[config.mk]
export PLATFORM = sky130hd
export DESIGN_NAME = rom_match_sched_flat
export DESIGN_NICKNAME = d
export VERILOG_FILES = /design/src/rtl/rom_match_pkg.sv /design/src/rtl/rom_match_sched_if.sv /design/src/rtl/rom_match_rr_arb.sv /design/src/rtl/rom_match_sched.sv /design/src/flat_wrapper.sv
export SDC_FILE = /design/constraint.sdc
export NUM_CORES = 1
export LEC_CHECK = 0
export CAP_MARGIN = 30
export CORE_ASPECT_RATIO = 0.75
export CORE_MARGIN = 3
export CORE_UTILIZATION = 40
export CTS_CLUSTER_DIAMETER = 200
export CTS_CLUSTER_SIZE = 25
export DETAILED_ROUTE_END_ITERATION = 8
export PLACE_DENSITY = 0.7
export SLEW_MARGIN = 5
export SYNTH_ARGS = -nofsm -noshare
export SYNTH_HDL_FRONTEND = slang
export SYNTH_HIERARCHICAL = 1
export SYNTH_SLANG_ARGS = --single-unit
[constraint.sdc]
create_clock -name clk -period 4.91 [get_ports clk]
set_input_delay 0.491 -clock clk [delete_from_list [all_inputs] [get_ports clk]]
set_output_delay 0.491 -clock clk [all_outputs]
set_load 0.05 [all_outputs]
[src/rtl/rom_match_pkg.sv]
// Shared definitions for the ROM-match engine: ROM table, field widths, FSM encoding
// and the match predicate used during a scan.
package rom_match_pkg;

  localparam int R_W         = 8;
  localparam int ROR_W       = 4;
  localparam int ID_W        = 3;
  localparam int ROM_ENTRIES = 8;
  localparam int MAR_W       = $clog2(ROM_ENTRIES);

  localparam logic [1:0] ST_IDLE = 2'd0;
  localparam logic [1:0] ST_SCAN = 2'd1;
  localparam logic [1:0] ST_DONE = 2'd2;

  typedef enum logic [1:0] {
    S_IDLE = ST_IDLE,
    S_SCAN = ST_SCAN,
    S_DONE = ST_DONE
  } state_e;

  typedef struct packed {
    logic [R_W-1:0]   r1;
    logic [R_W-1:0]   r2;
    logic [ROR_W-1:0] ror;
  } rom_entry_t;

  localparam rom_entry_t ROM_TABLE [ROM_ENTRIES] = '{
    '{r1: 8'h7F, r2: 8'h97, ror: 4'hA},
    '{r1: 8'h39, r2: 8'hD6, ror: 4'h2},
    '{r1: 8'hA8, r2: 8'hFF, ror: 4'hF},
    '{r1: 8'hFF, r2: 8'h6B, ror: 4'hA},
    '{r1: 8'hFF, r2: 8'hF6, ror: 4'hE},
    '{r1: 8'hFF, r2: 8'hBA, ror: 4'h8},
    '{r1: 8'hCA, r2: 8'h75, ror: 4'hB},
    '{r1: 8'h2F, r2: 8'hFF, ror: 4'h4}
  };

  // An entry hits when every operand bit is covered by its row pattern.
  function automatic logic entry_match(input rom_entry_t e, input logic [R_W-1:0] x);
    return ((e.r2 & ~x) | (e.r1 & x) | (e.r1 & e.r2)) == {R_W{1'b1}};
  endfunction

endpackage

[src/rtl/rom_match_sched_if.sv]
// Bus bundle for rom_match_sched: requester side (req/din/ack), result side (res_*) and busy.
interface rom_match_sched_if
  import rom_match_pkg::*;
#(parameter int NREQ = 4);

  logic [NREQ-1:0]          req;
  logic [NREQ-1:0][R_W-1:0] din;
  logic [NREQ-1:0]          ack;
  logic                     res_valid;
  logic                     res_ready;
  logic [ROR_W-1:0]         res_data;
  logic [ID_W-1:0]          res_id;
  logic                     busy;

  modport master (
    output req, din, res_ready,
    input  ack, res_valid, res_data, res_id, busy
  );

  modport slave (
    input  req, din, res_ready,
    output ack, res_valid, res_data, res_id, busy
  );

endinterface

[src/rtl/rom_match_rr_arb.sv]
// Round-robin arbiter: ptr names the requester with highest priority this round;
// the first active request at or after ptr (wrapping) wins.
module rom_match_rr_arb
  import rom_match_pkg::*;
#(parameter int NREQ = 4) (
  input  logic [NREQ-1:0] req,
  input  logic [ID_W-1:0] ptr,
  output logic [NREQ-1:0] grant,
  output logic [ID_W-1:0] idx
);

  logic found;

  always_comb begin
    grant = '0;
    idx   = '0;
    found = 1'b0;
    for (int i = 0; i < NREQ; i++) begin
      for (int k = 0; k < NREQ; k++) begin
        if (!found && req[k] && (k == ((int'(ptr) + i) % NREQ))) begin
          found    = 1'b1;
          grant[k] = 1'b1;
          idx      = ID_W'(k);
        end
      end
    end
  end

endmodule

[src/rtl/rom_match_sched.sv]
// ROM-match scheduler: grants one requester round-robin, scans the ROM against its operand
// and presents the OR of hit entries. Define ROM_MATCH_EARLY_EXIT_EN to stop once saturated.
module rom_match_sched
  import rom_match_pkg::*;
#(parameter int NREQ = 4) (
  input logic              clk,
  input logic              rst_n,
  rom_match_sched_if.slave bus
);

  localparam logic [MAR_W-1:0] MAR_LAST = MAR_W'(ROM_ENTRIES - 1);

  logic [1:0]       state;
  logic [R_W-1:0]   in_r;
  logic [ROR_W-1:0] acc;
  logic [MAR_W-1:0] mar;
  logic [ID_W-1:0]  ptr;
  logic [ID_W-1:0]  id_r;

  logic [NREQ-1:0]  grant;
  logic [ID_W-1:0]  gnt_idx;
  logic [ID_W-1:0]  ptr_nxt;
  logic [R_W-1:0]   din_sel;
  logic             hit;
  logic [ROR_W-1:0] acc_nxt;
  logic             scan_end;

  rom_match_rr_arb #(.NREQ(NREQ)) u_arb (
    .req   (bus.req),
    .ptr   (ptr),
    .grant (grant),
    .idx   (gnt_idx)
  );

  always_comb begin
    din_sel = '0;
    for (int k = 0; k < NREQ; k++) begin
      if (grant[k]) din_sel = din_sel | bus.din[k];
    end
  end

  assign ptr_nxt = (gnt_idx == ID_W'(NREQ - 1)) ? '0 : gnt_idx + ID_W'(1);
  assign hit     = entry_match(ROM_TABLE[mar], in_r);
  assign acc_nxt = hit ? (acc | ROM_TABLE[mar].ror) : acc;

`ifdef ROM_MATCH_EARLY_EXIT_EN
  assign scan_end = (mar == MAR_LAST) || (acc_nxt == {ROR_W{1'b1}});
`else
  assign scan_end = (mar == MAR_LAST);
`endif

  always_ff @(posedge clk or negedge rst_n) begin
    if (!rst_n) begin
      state <= ST_IDLE;
      in_r  <= '0;
      acc   <= '0;
      mar   <= '0;
      ptr   <= '0;
      id_r  <= '0;
    end else begin
      case (state)
        ST_IDLE: begin
          if (|grant) begin
            in_r  <= din_sel;
            acc   <= '0;
            mar   <= '0;
            id_r  <= gnt_idx;
            ptr   <= ptr_nxt;
            state <= ST_SCAN;
          end
        end
        ST_SCAN: begin
          acc <= acc_nxt;
          if (scan_end) state <= ST_DONE;
          else          mar   <= mar + MAR_W'(1);
        end
        ST_DONE: begin
          if (bus.res_ready) state <= ST_IDLE;
        end
        default: state <= ST_IDLE;
      endcase
    end
  end

  // ack is the arbiter's combinational grant, so it pulses in the very cycle din is sampled.
  assign bus.ack       = (rst_n && (state == ST_IDLE)) ? grant : '0;
  assign bus.res_valid = (state == ST_DONE);
  assign bus.busy      = (state != ST_IDLE);
  assign bus.res_data  = acc;
  assign bus.res_id    = id_r;

endmodule

[src/flat_wrapper.sv]
// flat-port wrapper written by rule: the top's interface ports become plain ports
module rom_match_sched_flat import rom_match_pkg::*;
#(parameter int NREQ = 4)
  (clk, rst_n, bus_req, bus_din, bus_res_ready, bus_ack, bus_res_valid, bus_res_data, bus_res_id, bus_busy);
  rom_match_sched_if #(.NREQ(NREQ)) bus_i ();
  input logic clk;
  input logic rst_n;
  input wire logic [$bits(bus_i.req)-1:0] bus_req;
  input wire logic [$bits(bus_i.din)-1:0] bus_din;
  input wire logic [$bits(bus_i.res_ready)-1:0] bus_res_ready;
  output wire logic [$bits(bus_i.ack)-1:0] bus_ack;
  output wire logic [$bits(bus_i.res_valid)-1:0] bus_res_valid;
  output wire logic [$bits(bus_i.res_data)-1:0] bus_res_data;
  output wire logic [$bits(bus_i.res_id)-1:0] bus_res_id;
  output wire logic [$bits(bus_i.busy)-1:0] bus_busy;
  assign bus_i.req = bus_req;
  assign bus_i.din = bus_din;
  assign bus_i.res_ready = bus_res_ready;
  assign bus_ack = bus_i.ack;
  assign bus_res_valid = bus_i.res_valid;
  assign bus_res_data = bus_i.res_data;
  assign bus_res_id = bus_i.res_id;
  assign bus_busy = bus_i.busy;
  rom_match_sched #(.NREQ(NREQ)) u_core (.clk(clk), .rst_n(rst_n), .bus(bus_i));
endmodule
==> metrics.md, run 1 <==
| Metric | Value |
|---|---|
| Status | `completed` |
| Antenna diode count | `0` |
| RR Startpoint | `u_core/ptr[0]` |
| RSZ-0062 raised after global routing | `no` |
| GPL Wtd Cong | `about 0.8` |
| Cells after Synth | `172` |
| FF-to-FF setup slack | `about 2.4 ns` |
| Die Wd | `76.2 um` |
| Maximum VDD drop | `~0.32 mV` |
| Layout cells sized above 1 | `4.55%` |
| Total number of vias | `1458` |
| Hold Path Stages | `2` |
| GRT Total Usage | `17.6%` |
| Sequential cell area | `551 um2` |
| Fmax | `around 300 MHz` |
| Period utilisation layout | `68.4%` |
| H-tree levels | `1` |
| Setup TNS | `0 ns` |
| Worst Skew | `0.00461 ns` |
| # setup viols final | `0` |
| CP max FO | `10` |
| Reg2reg path depth | `7` |
| Worst min-delay path category | `reg -> reg` |
| Layout area overhead | `40.3%` |
| Grt total ovfl | `0` |
| PD cells | `554 nW/um2` |
| Endpoint class of the critical path | `output port` |
| Row Count | `18` |
| Avg Inst Size Synth | `~8.6 um2` |
| Leak Pwr | `0.884 nW` |
| Maxcap violations | `0` |
| Kind of critical path | `in -> out` |
| WP data required | `4.42 ns` |
| Clock Path Buffers | `2` |
| Final hold slack | `0.485 ns` |
| Mapped Nets | `219` |
| Hold path start | `u_core/bus.res_data[0]` |
| Num ports | `52` |
| Average wire per standard cell | `14.2 um` |
| Nets | `268` |
| Global-route wire length before repair | `between 6000 and 7000 um` |
| Routed WL | `3850 um` |
| Post-route ant nets | `0` |
| Slew headroom | `65.4%` |
| Final hold violations | `0` |
| Worst-Skew Late Latency | `0.26 ns` |
| Drt initial violations | `53` |
| Port bufs | `between 50 and 60` |
| Vias in the first global route | `1464` |
| CTS Hold Bufs | `0` |
| Startpoint types | `primary input` |
| Slew @ Worst Pin | `0.519 ns` |
| Syn Std Cell Area | `1480 um2` |
| DPL Wire Length | `approximately 3000 um` |
| Reg2reg end | `u_core/mar[1]` |
| Hold endpoint | `u_core/bus.res_data[0]` |
| Largest net degree at the start of global routing | `27` |
| Fill count | `312` |
| DRC | `0` |
| WP data arrival | `between 2 and 3 ns` |
| CTS tree | `yes` |
| Floorplan Core Area | `around 3400 um2` |
| Final Util | `60.6%` |
| Die height | `58.6 um` |
| Cts bufs inserted | `3` |
| Antenna violations before repair | `0` |
| Root buf cell | `clkbuf_8` |
| Synth warn | `6` |
| Slew Viols, Final | `0` |
| Total clock sinks | `22` |
| Min cycle time layout | `3.36 ns` |
| Vias per cell | `5.40` |
| Clk slew on worst S/H paths | `0.08 ns` |
| Die ar. | `4470 um2` |
| Post-cts resize count | `0` |
| Pre-antenna DRT Iters | `4` |
| Multi-input combinational cell area | `820 um2` |
| Setup Buffers After CTS | `0` |
| Starting Density | `about 43%` |
flip-flops by register name (all words and copies together), names as in the netlist:
signal               count
u_core/in_r              8
u_core/ptr               2
u_core/bus.res_data      4
u_core/mar               3
u_core/bus.res_id        3
u_core/state             2
final cells by class:
class                   instances  share of cell area [%]
inverters                      14                    2.53
flip-flops and latches         22                    26.6
multi-input cells             126                    39.5
repair buffers                 54                    25.7
well taps                      50                    3.02
clock buffers                   4                    2.66
metrics by stage:
| step | setup WS [ns] | instances | area [um2] | total power [W] |
|---|---|---|---|---|
| after floorplan | 2.82 | 172 | 1480 | 0.000830 |
| after global placement | 1.64 | 265 | 2010 | 0.000983 |
| after detailed placement | 1.54 | 265 | 2010 | 0.00101 |
| after CTS | 1.55 | 269 | 2070 | 0.00115 |
| after global routing | 1.46 | 270 | 2070 | 0.00124 |
| final | 1.55 | 270 | 2070 | 0.00115 |
routing by layer:
metal	global-route usage, %	vias to the layer above	wire length [um]
li1	-	723	-
met1	21.1	689	1750
met2	31.6	40	1890
met3	4.74	6	170
met4	5.43	0	30
met5	0	-	0
power by group:
part	switching, W	total [W]	leakage, nW	internal (W)
Sequential	0.000102	0.000366	0.267	0.000264
Clock	0.0000592	0.000131	0.0288	0.0000715
Combinational	0.000388	0.000652	0.588	0.000264
layout by cell type, fill, tap and decap left out, drive strengths merged:
master / n
clkdlybuf4s50: 51
dfrtp: 22
a221o: 1
or3b: 1
a311oi: 1
buf: 3
and2b: 2
a32o: 2
a22o: 1
a32oi: 1
o211a: 1
nor2b: 4
nand2b: 4
nand3: 3
ha: 8
nand2: 24
nor4: 1
mux2i: 3
a211oi: 2
a21oi: 5
and3: 4
a22oi: 17
a31oi: 8
clkbuf: 4
o31ai: 6
conb: 1
o21ai: 6
or2b: 1
o221ai: 2
inv: 13
o2111ai: 3
clkinv: 1
nor3: 1
o22ai: 2
nor2: 11
critical path: stages:
cell and delay [ns]:
clkdlybuf4s50_1 0.51, and2b_2 0.28, o22ai_1 0.13, a32o_1 0.44
and3_1 0.23, clkdlybuf4s50_1 0.79
how the worst max path moves through the flow:
stage                    start         end  cells past startpoint
finish              bus_req[2]  bus_ack[0]                      6
floorplan           bus_req[2]  bus_ack[0]                      5
global route        bus_req[2]  bus_ack[0]                      6
global placement    bus_req[2]  bus_ack[0]                      6
detailed placement  bus_req[2]  bus_ack[0]                      6
CTS                 bus_req[2]  bus_ack[0]                      6
Note: power is estimated with default switching activity, not from simulation.
==> run 2: changes to the inputs <==
Settings changed: PLACE_DENSITY 0.7 to 0.73.
Clock period 4.91 ns to 3 ns, I/O delays scaled along.
==> run 2 against run 1 <==
Compared with the run above: worst setup slack worse by 1.2 ns; via count grew 2.1%; final cell count up 0.37%; power up 63%; clock skew is 0.0021 ns lower; register-to-register slack lost 1.9 ns; count of clock-buffer cells in the layout decreased by 1; critical path type is now in -> reg; die area is the same.
==> metrics.md, run 2 (same netlist as run 1, synthesis figures left out) <==
| Metric | Value |
|---|---|
| Pre-antenna DRT Iters | `4 (unchanged)` |
| Drt initial violations | `74 (was 53)` |
| Die height | `58.6 um (unchanged)` |
| Startpoint types | `primary input (unchanged)` |
| Vias in the first global route | `1550 (was 1464)` |
| Average wire per standard cell | `15.0 um (was 14.2 um)` |
| Hold Path Stages | `2 (unchanged)` |
| # setup viols final | `0 (unchanged)` |
| CTS tree | `yes (unchanged)` |
| WP data arrival | `2.79 ns (was 2.87 ns)` |
| WP data required | `3.17 ns (was 4.42 ns)` |
| CTS Hold Bufs | `0 (unchanged)` |
| Die ar. | `4470 um2 (unchanged)` |
| Placed Area | `2040 um2 (was 2010 um2)` |
| Maximum VDD drop | `0.389 mV (was 0.324 mV)` |
| Num ports | `52 (unchanged)` |
| Worst-Skew Late Latency | `0.26 ns (about the same)` |
| Maxcap violations | `0 (unchanged)` |
| Slew @ Worst Pin | `0.542 ns (was 0.519 ns)` |
| Comb pwr share | `58.6% (was 56.7%)` |
| WP buf/inv | `1 (was 2)` |
| Global-route wire length before repair | `7090 um (was 6400 um)` |
| GRT Total Usage | `19.4% (was 17.6%)` |
| Slew Viols, Final | `0 (unchanged)` |
| Slew headroom | `63.9% (was 65.4%)` |
| Reg2reg end | `u_core/mar[1] (unchanged)` |
| Layout area overhead | `41.4% (was 40.3%)` |
| Hold endpoint | `u_core/bus.res_id[0] (was u_core/bus.res_data[0])` |
| Total clock sinks | `22 (unchanged)` |
| Worst Skew | `0.00249 ns (was 0.00461 ns)` |
| Setup Buffers After CTS | `0 (unchanged)` |
| Period utilisation layout | `just under 90%` |
| Port bufs | `51 (unchanged)` |
| Post-cts resize count | `0 (unchanged)` |
| Clock share of power | `9.4% (was 11.4%)` |
| DPL Wire Length | `3230 um (was 2970 um)` |
| Final hold violations | `0 (unchanged)` |
| Vias per cell | `5.49 (was 5.40)` |
| FF-to-FF setup slack | `0.50 ns (was 2.44 ns)` |
| CP max FO | `14 (was 10)` |
| Flop pwr share | `32.0% (was 31.9%)` |
| PD cells | `897 nW/um2 (was 554 nW/um2)` |
| Root buf cell | `clkbuf_8 (unchanged)` |
| Total number of vias | `1489 (was 1458)` |
| Hold path start | `u_core/bus.res_id[0] (was u_core/bus.res_data[0])` |
| Switching share of power | `48.2% (was 47.8%)` |
| Psw | `0.000904 W (was 0.000549 W)` |
| GPL Wtd Cong | `0.852 (was 0.785)` |
| Starting Density | `43.2% (unchanged)` |
| RSZ-0062 raised after global routing | `no (unchanged)` |
| Most common cell after layout, fill and taps aside | `clkdlybuf4s50_1 (unchanged)` |
| DRC | `0 (unchanged)` |
| Antenna violations before repair | `0 (unchanged)` |
| RR Startpoint | `u_core/ptr[0] (unchanged)` |
| Min cycle time layout | `2.62 ns` |
| Largest Register | `u_core/in_r (unchanged)` |
| Fin area | `2090 um2 (was 2070 um2)` |
| Worst min-delay path category | `reg -> reg (unchanged)` |
| H-tree levels | `1 (unchanged)` |
| Crit. Startpoint | `bus_req[2] (unchanged)` |
| Leak Pwr | `0.900 nW (was 0.884 nW)` |
| Internal power | `0.000970 W (was 0.000600 W)` |
| Family with the most delay on the worst path | `simple AND/OR/NAND/NOR gates (was buffers and inverters)` |
| Post-route ant nets | `0 (unchanged)` |
| Largest stage delay, worst path | `0.57 ns (was 0.79 ns)` |
| Sequential cell area | `551 um2 (unchanged)` |
| Most frequent cells in the layout | `clkdlybuf4s50_1, nand2_1, dfrtp_1 (unchanged)` |
| Antenna diode count | `0 (unchanged)` |
| Reg2reg path depth | `7 (unchanged)` |
| Status | `completed (unchanged)` |
| Largest net degree at the start of global routing | `23 (was 27)` |
| Row Count | `18 (unchanged)` |
| Fmax | `roughly 380 MHz` |
| Fill count | `313 (was 312)` |
| Setup TNS | `0 ns (unchanged)` |
| Kind of critical path | `in -> reg (was in -> out)` |
| Routed WL | `4060 um (was 3850 um)` |
| Cts bufs inserted | `3 (unchanged)` |
| Nets | `270 (was 268)` |
| Endpoint class of the critical path | `flop (was output port)` |
| Clk slew on worst S/H paths | `0.07 ns (was 0.08 ns)` |
| Critical path's slowest cell | `clkdlybuf4s50_1 (unchanged)` |
| Clock Path Buffers | `2 (unchanged)` |
| Floorplan Core Area | `3420 um2 (unchanged)` |
| Layout cells sized above 1 | `6.79% (was 4.55%)` |
| Multi-input combinational cell area | `820 um2 (unchanged)` |
| Grt total ovfl | `0 (unchanged)` |
| Number of flip-flops in the largest register | `8 (unchanged)` |
| CP Cell Sequence | `clkdlybuf4s50_1 -> and2b_2 -> o22ai_1 -> a32o_1 -> nor4_1 -> nand2b_1 -> nand3_1 -> o21ai_0 (was clkdlybuf4s50_1 -> and2b_2 -> o22ai_1 -> a32o_1 -> and3_1 -> clkdlybuf4s50_1)` |
| Die Wd | `76.2 um (unchanged)` |
## run 2: final cells by class
class / instances / share of cell area, %
Sequential cell: 22 / 26.3
Inverter: 14 / 2.51
Multi-Input combinational cell: 126 / 39.2
Timing Repair Buffer: 56 / 26.9
Tap cell: 50 / 2.99
Clock buffer: 3 / 1.98
## run 2: worst max path at each step
stage / to / slack [ns] / cells after the start
2_1_floorplan: u_core/bus.res_data[1] / 0.98 / 9
3_3_place_gp: u_core/in_r[0] / 0.26 / 7
3_5_place_dp: u_core/in_r[0] / 0.08 / 8
4_1_cts: u_core/in_r[0] / 0.36 / 8
5_1_grt: u_core/mar[2] / 0.15 / 8
6_report: u_core/mar[1] / 0.38 / 8
## run 2: power by group through the flow
stage	logic, W	registers (W)	clock network (W)
2_1_floorplan	0.000705	0.000654	0
3_3_place_gp	0.00104	0.000592	0
3_5_place_dp	0.00108	0.000607	0
4_1_cts	0.00109	0.000600	0.000187
5_1_grt	0.00121	0.000626	0.000200
6_report	0.00110	0.000600	0.000176
## run 2: routing by layer
layer | vias to the layer above | routed length, um | global-route usage, %
met3 | 2 | 269 | 5.20
met1 | 693 | 1830 | 24.9
met2 | 70 | 1960 | 34.2
met5 | - | 0 | 0
met4 | 0 | 8 | 2.84
li1 | 724 | - | -
## run 2: through the flow
| stage | hold WS, ns | setup slack, ns | power, W | std cells | utilization (%) |
|---|---|---|---|---|---|
| after floorplan | 0.00441 | 0.983 | 0.00136 | 172 | - |
| after global placement | 0.464 | 0.257 | 0.00163 | 267 | 59.6 |
| after detailed placement | 0.465 | 0.0751 | 0.00169 | 267 | 59.6 |
| after CTS | 0.485 | 0.358 | 0.00187 | 270 | 60.8 |
| after global routing | 0.516 | 0.153 | 0.00203 | 271 | 61.0 |
| final | 0.473 | 0.382 | 0.00187 | 271 | 61.0 |
## run 2: worst min-delay path, stage by stage, from the launching register on
cell	delay, ns
dfrtp_1	0.34
nand2_1	0.05
nand2_1	0.05
==> run 3: changes to the inputs <==
Settings changed: PLACE_DENSITY 0.73 to 0.7.
Clock period 3 ns to 3.05 ns, I/O delays scaled along.
==> run 3 against run 2 <==
Compared with the run above: routed wire length fell by 5.5%; non-clock buffer count did not move; final cell count did not move; critical path type unchanged; largest cell class unchanged.
==> metrics.md, run 3 (same netlist as run 1, synthesis figures left out) <==
| Metric | Value |
|---|---|
| Status | `completed (unchanged)` |
| Hold path start | `u_core/bus.res_id[2] (was u_core/bus.res_id[0])` |
| Slew @ Worst Pin | `0.499 ns (was 0.542 ns)` |
| WP data arrival | `2.60 ns (was 2.79 ns)` |
| GRT Total Usage | `17.4% (was 19.4%)` |
| CP max FO | `14 (unchanged)` |
| Setup Buffers After CTS | `0 (unchanged)` |
| Leak Pwr | `0.898 nW (was 0.900 nW)` |
| Floorplan Core Area | `3420 um2 (unchanged)` |
| Antenna diode count | `0 (unchanged)` |
| Most frequent cells in the layout | `clkdlybuf4s50_1, nand2_1, dfrtp_1 (unchanged)` |
| Nets | `270 (unchanged)` |
| Row Count | `18 (unchanged)` |
| Min cycle time layout | `~2.4 ns` |
| Slew headroom | `66.6% (was 63.9%)` |
| Vias in the first global route | `1411 (was 1550)` |
| Clock Path Buffers | `2 (unchanged)` |
| Reg2reg end | `u_core/mar[2] (was u_core/mar[1])` |
| Reg2reg path depth | `7 (unchanged)` |
| RSZ-0062 raised after global routing | `no (unchanged)` |
| Layout cells sized above 1 | `6.79% (unchanged)` |
| Maximum VDD drop | `0.502 mV (was 0.389 mV)` |
| Kind of critical path | `in -> reg (unchanged)` |
| CP Cell Sequence | `clkdlybuf4s50_1 -> and2b_2 -> o22ai_1 -> a32o_1 -> nor4_1 -> nand2b_1 -> nand3_1 -> o21ai_0 (unchanged)` |
| Final hold slack | `0.477 ns (was 0.473 ns)` |
| Root buf cell | `clkbuf_8 (unchanged)` |
| Drt initial violations | `99 (was 74)` |
| Placed Cells | `267 (unchanged)` |
| Non-filler cells, final | `271 (unchanged)` |
| Most common cell after layout, fill and taps aside | `clkdlybuf4s50_1 (unchanged)` |
| Die Wd | `76.2 um (unchanged)` |
| CP endpoint | `u_core/mar[2] (was u_core/mar[1])` |
| Crit. Startpoint | `bus_req[2] (unchanged)` |
| CTS tree | `yes (unchanged)` |
| Cts bufs inserted | `3 (unchanged)` |
| Port bufs | `51 (unchanged)` |
| Period utilisation layout | `between 70 and 80%` |
| Pre-antenna DRT Iters | `4 (unchanged)` |
| Slew Viols, Final | `0 (unchanged)` |
| Final hold violations | `0 (unchanged)` |
| Critical path's slowest cell | `clkdlybuf4s50_1 (unchanged)` |
| H-tree levels | `1 (unchanged)` |
| Largest Register | `u_core/in_r (unchanged)` |
| # setup viols final | `0 (unchanged)` |
| Vias per cell | `5.38 (was 5.49)` |
| Layout area overhead | `40.6% (was 41.4%)` |
| Die height | `58.6 um (unchanged)` |
| Starting Density | `43.2% (unchanged)` |
| Global-route wire length before repair | `6350 um (was 7090 um)` |
| DPL Wire Length | `3000 um (was 3230 um)` |
| Num ports | `52 (unchanged)` |
| Largest net degree at the start of global routing | `23 (unchanged)` |
| Multi-input combinational cell area | `820 um2 (unchanged)` |
| Average wire per standard cell | `14.2 um (was 15.0 um)` |
| Grt total ovfl | `0 (unchanged)` |
| Startpoint types | `primary input (unchanged)` |
| Endpoint class of the critical path | `flop (unchanged)` |
| Total number of vias | `1459 (was 1489)` |
| DRC | `0 (unchanged)` |
| Final Util | `60.7% (was 61.0%)` |
| GPL Wtd Cong | `0.893 (was 0.852)` |
| Worst Skew | `0.00143 ns (was 0.00249 ns)` |
| Largest stage delay, worst path | `0.59 ns (was 0.57 ns)` |
| Sequential cell area | `551 um2 (unchanged)` |
| Die ar. | `4470 um2 (unchanged)` |
| FF-to-FF setup slack | `0.78 ns (was 0.50 ns)` |
| Worst min-delay path category | `reg -> reg (unchanged)` |
| Maxcap violations | `0 (unchanged)` |
| Post-cts resize count | `0 (unchanged)` |
| Post-route ant nets | `0 (unchanged)` |
| Clk slew on worst S/H paths | `0.07 ns (about the same)` |
| Fmax | `just over 400 MHz` |
| RR Startpoint | `u_core/ptr[0] (unchanged)` |
| Routed WL | `3840 um (was 4060 um)` |
| Antenna violations before repair | `0 (unchanged)` |
| CTS Hold Bufs | `0 (unchanged)` |
| PD cells | `883 nW/um2 (was 897 nW/um2)` |
| Number of flip-flops in the largest register | `8 (unchanged)` |
| Fill count | `296 (was 313)` |
| Setup TNS | `0 ns (unchanged)` |
| Worst-Skew Late Latency | `0.26 ns (about the same)` |
| WP data required | `3.22 ns (was 3.17 ns)` |
| Total clock sinks | `22 (unchanged)` |
run 3: cell counts in the layout (fill, tap and decap cells not counted):
Identical to the previous run, type by type.
run 3: layer usage:
layer	vias up	GRT usage, %	routed length [um]
met4	0	1.81	8
li1	727	-	-
met2	43	29.8	1840
met5	-	0	0
met3	2	4.74	179
met1	687	23.3	1810
run 3: cell type report:
cell class / instances / share of cell area [%]
Clock buffer: 3 / 1.99
Inverter: 14 / 2.53
Multi-Input combinational cell: 126 / 39.5
Sequential cell: 22 / 26.5
Tap cell: 50 / 3.01
Timing Repair Buffer: 56 / 26.5
run 3: worst min path at each step:
stage,endpoint,cells after the start,slack (ns)
after floorplan,u_core/bus.res_data[0],0,0.009
after global placement,u_core/bus.res_id[1],2,0.46
after detailed placement,u_core/bus.res_id[2],2,0.47
after CTS,u_core/bus.res_id[2],2,0.48
after global routing,u_core/bus.res_id[2],2,0.52
final,u_core/bus.res_id[2],2,0.48
run 3: metrics by stage:
stage                     worst slack [ns]  instance area [um2]  total power, W
final                                0.621                 2080         0.00183
after global routing                 0.417                 2080         0.00199
after CTS                            0.562                 2070         0.00183
after detailed placement             0.296                 2030         0.00165
after global placement               0.444                 2030         0.00160
after floorplan                       1.03                 1480         0.00134
run 3: critical path, delay by kind of cell:
family,cells,cell delay (ns)
simple gates,4,1.21
compound gates,3,0.49
buf+inv,1,0.59
run 3: power breakdown:
group	internal (W)	total (W)	switching [W]
clock	0.0000880	0.000176	0.0000884
sequential	0.000426	0.000587	0.000161
combinational	0.000436	0.00107	0.000634
total	0.000950	0.00183	0.000884
